### config.mk
export PLATFORM = sky130hd
export DESIGN_NAME = sequence_serializer
export DESIGN_NICKNAME = d
export VERILOG_FILES = /design/src/rtl/sequence_serializer.sv
export SDC_FILE = /design/constraint.sdc
export NUM_CORES = 1
export LEC_CHECK = 0
export ABC_AREA = 0
export BUFFER_PORTS_ARGS = -buffer_cell sky130_fd_sc_hd__buf_2
export CORE_MARGIN = 4
export CORE_UTILIZATION = 35
export CTS_CLUSTER_DIAMETER = 150
export DETAILED_ROUTE_END_ITERATION = 10
export PLACE_DENSITY = 0.54
export SYNTH_ARGS = -nofsm -noshare
export SYNTH_HDL_FRONTEND = slang
export SYNTH_SLANG_ARGS = --single-unit
### constraint.sdc
create_clock -name clock -period 2 [get_ports clock]
set_input_delay 0.3 -clock clock [delete_from_list [all_inputs] [get_ports clock]]
set_output_delay 0.3 -clock clock [all_outputs]
set_load 0.01 [all_outputs]
### src/rtl/sequence_serializer.sv
// sequence_serializer: MSB-first parallel-to-serial front end with a
// one-word holding register so consecutive words stream without gaps.
module sequence_serializer #(
    parameter int   WIDTH    = 8,
    parameter logic IDLE_BIT = 1'b0
) (
    input  logic             clock,
    input  logic             reset,
    input  logic [WIDTH-1:0] data_in,
    input  logic             data_valid,
    output logic             data_ready,
    output logic             sequence_out,
    output logic             bit_valid,
    output logic             word_done,
    output logic             busy
);

    localparam int CW = $clog2(WIDTH);
    localparam logic [CW-1:0] LAST = CW'(WIDTH - 1);
    localparam logic [CW-1:0] PENULT = CW'(WIDTH - 2);

    typedef enum logic {
        IDLE,
        SHIFT
    } state_t;

    state_t           state;
    logic [CW-1:0]    cnt;
    logic [WIDTH-1:0] shift_reg;
    logic [WIDTH-1:0] pend_reg;
    logic             pend_full;

    logic accept;
    logic free;

    assign data_ready = !pend_full;
    assign busy       = bit_valid | pend_full;
    assign accept     = data_valid && data_ready;
    // Free also on the LSB cycle so the next word follows with no gap.
    assign free       = (state == IDLE) || (cnt == LAST);

    always_ff @(posedge clock) begin
        if (!reset) begin
            state        <= IDLE;
            cnt          <= '0;
            shift_reg    <= '0;
            pend_reg     <= '0;
            pend_full    <= 1'b0;
            sequence_out <= IDLE_BIT;
            bit_valid    <= 1'b0;
            word_done    <= 1'b0;
        end else begin
            word_done <= 1'b0;
            if (free) begin
                if (pend_full) begin
                    sequence_out <= pend_reg[WIDTH-1];
                    shift_reg    <= {pend_reg[WIDTH-2:0], 1'b0};
                    cnt          <= '0;
                    bit_valid    <= 1'b1;
                    state        <= SHIFT;
                    pend_full    <= 1'b0;
                end else if (accept) begin
                    sequence_out <= data_in[WIDTH-1];
                    shift_reg    <= {data_in[WIDTH-2:0], 1'b0};
                    cnt          <= '0;
                    bit_valid    <= 1'b1;
                    state        <= SHIFT;
                end else begin
                    sequence_out <= IDLE_BIT;
                    bit_valid    <= 1'b0;
                    cnt          <= '0;
                    state        <= IDLE;
                end
            end else begin
                sequence_out <= shift_reg[WIDTH-1];
                shift_reg    <= {shift_reg[WIDTH-2:0], 1'b0};
                cnt          <= cnt + CW'(1);
                word_done    <= (cnt == PENULT);
                if (accept) begin
                    pend_reg  <= data_in;
                    pend_full <= 1'b1;
                end
            end
        end
    end

endmodule

==> flow_summary.json <==
{
  "hp-start": "data_in[7]",
  "cts.reportedPaths.clkPinSlew_ns": 0.12,
  "dominantRegCellSynth": "sky130_fd_sc_hd__dfxtp_1",
  "timing.reg2reg.setup_slack_ns": 0.44,
  "report.final.setup_viol": 0,
  "grt_start_max_net_pins": 21,
  "drtAntennaViolNets": 0,
  "skew_ns": 0.00425,
  "multiInputGateArea_um2": 444,
  "critical_path.max_fanout": 14,
  "hold_slack_ns": 0.255,
  "synth-edff-count": 0,
  "gp_congestion": 0.701,
  "share_of_the_core_filled_with_cells_pct": 42.0,
  "synthesis.area_um2": 932,
  "synth_top_family_by_area": "compound AO/OA/AOI/OAI gates",
  "ctsRootBufferMaster": "sky130_fd_sc_hd__clkbuf_4",
  "required_ns": 1.70,
  "ys_ff_latch": 22,
  "die_h_um": 59.6,
  "totalNegativeSetupSlack_ns": 0,
  "maxSlewViolCount": 0,
  "synth_cell_type_count": 22,
  "grt_usage_pct": 12.7,
  "drt_pre_antenna_iters": 3,
  "postCtsResizedCells": 0,
  "relative_slew_slack_pct": 68.7,
  "worstSkewPairLatency_ns": 0.31,
  "synth-compound-area-share_pct": 17.3,
  "place_hpwl_um": 1450,
  "clock_sink_count": 22,
  "crit-reg2reg-launch": "cnt[0]",
  "final_common_cell": "sky130_fd_sc_hd__dfxtp_1",
  "crit_path_start_kind": "flip-flop",
  "ir_drop_uv": 297,
  "crit_type": "flip-flop to primary output",
  "via_count_of_the_first_global_routing_pass": 696,
  "crit_path_end_kind": "primary output",
  "final_cell_mix": "sky130_fd_sc_hd__dfxtp_1, sky130_fd_sc_hd__buf_2, sky130_fd_sc_hd__mux2i_1, sky130_fd_sc_hd__nor2b_1, sky130_fd_sc_hd__o21ai_0",
  "die_x_um": 59.6,
  "initial_core_utilization_pct": 37.3,
  "layout-drive-gt1-share_pct": 21.7,
  "power.density_nw_per_um2": 750,
  "synth.yosys.seq_area_share_pct": 47.2,
  "antenna_found_initial": 0,
  "grt_first_pass_wirelength_um": 3260,
  "achievable-frequency_mhz": 636,
  "synth.avg_cell_area_um2": 10.1,
  "globalRoute.totalOverflow": 0,
  "layout_worst_path_cycle_share_pct": 78.6,
  "worstHoldEndpoint": "sequence_out",
  "cts_hold_buf": 0,
  "largest_register_ff_count": 8,
  "fill_cells": 252,
  "detailed_place.area_um2": 1030,
  "synth_warnings": 0,
  "rsz0062_at_grt": "false",
  "synth.net_count": 106,
  "cp_data_arrival_time_ns": 1.27,
  "worst_r2r_endpoint": "pend_reg[3]",
  "leakagePower_nw": 0.427,
  "postSynth.asyncResetShare_pct": 0,
  "fin_crit_ns": 1.57,
  "tritoncts": "done",
  "vias": 701,
  "synth_simple_gate_area_share_pct": 16.6,
  "holdCritPathClass": "input pin to flip-flop",
  "r2r_cells": 6,
  "synth_xor_area_share_pct": 0,
  "route.detailed.wl_per_inst_um": 14.3,
  "drt_iter0_drc": 20,
  "antenna-diode-count": 0,
  "boundaryPins": 16,
  "largest_buffer_count_on_any_clock_path": 2,
  "area_grow_syn2layout_pct": 12.6,
  "regArea_um2": 440,
  "run_status": "finished clean",
  "number_of_nets_in_the_finished_design": 122,
  "syn-instance-count": 92,
  "drv_cap": 0,
  "detail_route.vias_per_cell": 5.15,
  "final_cell_area_um2": 1050,
  "synthAdderAreaFrac_pct": 4.03,
  "core_um2": 2500,
  "cts_setup_buffers": 0,
  "cts_made_buffers": 3,
  "drcViolationCount": 0,
  "worstHoldPathCells": 3,
  "fp-row-count": 18,
  "synth.mux.area_fraction_pct": 9.66,
  "finalWirelength_um": 1940,
  "h-tree-depth": 1,
  "io_buffer_count": 15,
  "finalHoldViolations": 0,
  "worst_slew_pin_slew_ns": 0.469,
  "die_area_um2": 3550
}
==> cell families (layout without fill, tap and decap cells) <==
kind of cell,after synthesis,after routing
mux,9,9
flops,22,22
compound gates,22,22
buf+inv,9,23
fa+ha+maj,3,3
simple gates,27,27
==> area by class of cell <==
| class | instances | area share (%) |
|---|---|---|
| clock buffer | 3 | 2.15 |
| tap | 30 | 3.58 |
| inverter | 2 | 0.715 |
| timing repair buffer | 18 | 9.30 |
| sequential | 22 | 42.0 |
| multi-input combinational | 61 | 42.3 |
==> layer usage <==
layer / up-vias / global-route usage (%) / part of all wire, %
li1: 356 / - / -
met1: 328 / 16.0 / 47
met2: 12 / 19.5 / 45
met3: 5 / 2.83 / 4.6
met4: 0 / 7.59 / 2.7
met5: - / 0 / 0
==> how the worst max path moves through the flow <==
stage | startpoint | to | depth (start not counted)
global route | cnt[0] | shift_reg[4] | 5
global placement | cnt[0] | pend_reg[3] | 6
floorplan | cnt[0] | shift_reg[2] | 7
detailed placement | cnt[0] | pend_reg[3] | 6
finish | pend_full | busy | 2
CTS | pend_full | busy | 2
==> power breakdown <==
part / total, mW / leakage, nW / switching [mW] / internal [mW]
Clock: 0.202 / 0.0138 / 0.132 / 0.0704
Combinational: 0.104 / 0.232 / 0.0546 / 0.0497
Sequential: 0.480 / 0.180 / 0.0161 / 0.464
==> synth_stat cells (2+ instances only) <==
cell	n	area share [%]
sky130_fd_sc_hd__and2_1	2	1.3
sky130_fd_sc_hd__o2bb2ai_1	6	5.6
sky130_fd_sc_hd__and3_1	3	2.0
sky130_fd_sc_hd__a221oi_1	5	4.7
sky130_fd_sc_hd__nand2_1	3	1.2
sky130_fd_sc_hd__mux2i_1	9	9.7
sky130_fd_sc_hd__nor2_1	6	2.4
sky130_fd_sc_hd__ha_1	3	4.0
sky130_fd_sc_hd__inv_1	2	0.81
sky130_fd_sc_hd__o21ai_0	8	4.3
sky130_fd_sc_hd__nor2b_1	9	6.0
sky130_fd_sc_hd__a311oi_1	2	1.9
sky130_fd_sc_hd__clkbuf_2	2	1.1
sky130_fd_sc_hd__dfxtp_1	22	47
sky130_fd_sc_hd__buf_2	3	1.6
==> stage by stage <==
stage               std cells  setup slack, ns  total power [mW]
floorplan                  92            0.531             0.558
global placement          133            0.469             0.593
detailed placement        133            0.436             0.596
CTS                       136            0.418             0.794
global route              136            0.332             0.828
finish                    136            0.428             0.787
==> critical path: stages, from the launching register on <==
cell and delay (ns):
sky130_fd_sc_hd__dfxtp_1 0.47, sky130_fd_sc_hd__or2_2 0.35, sky130_fd_sc_hd__buf_2 0.14
Power figures use the tool's default switching activity.
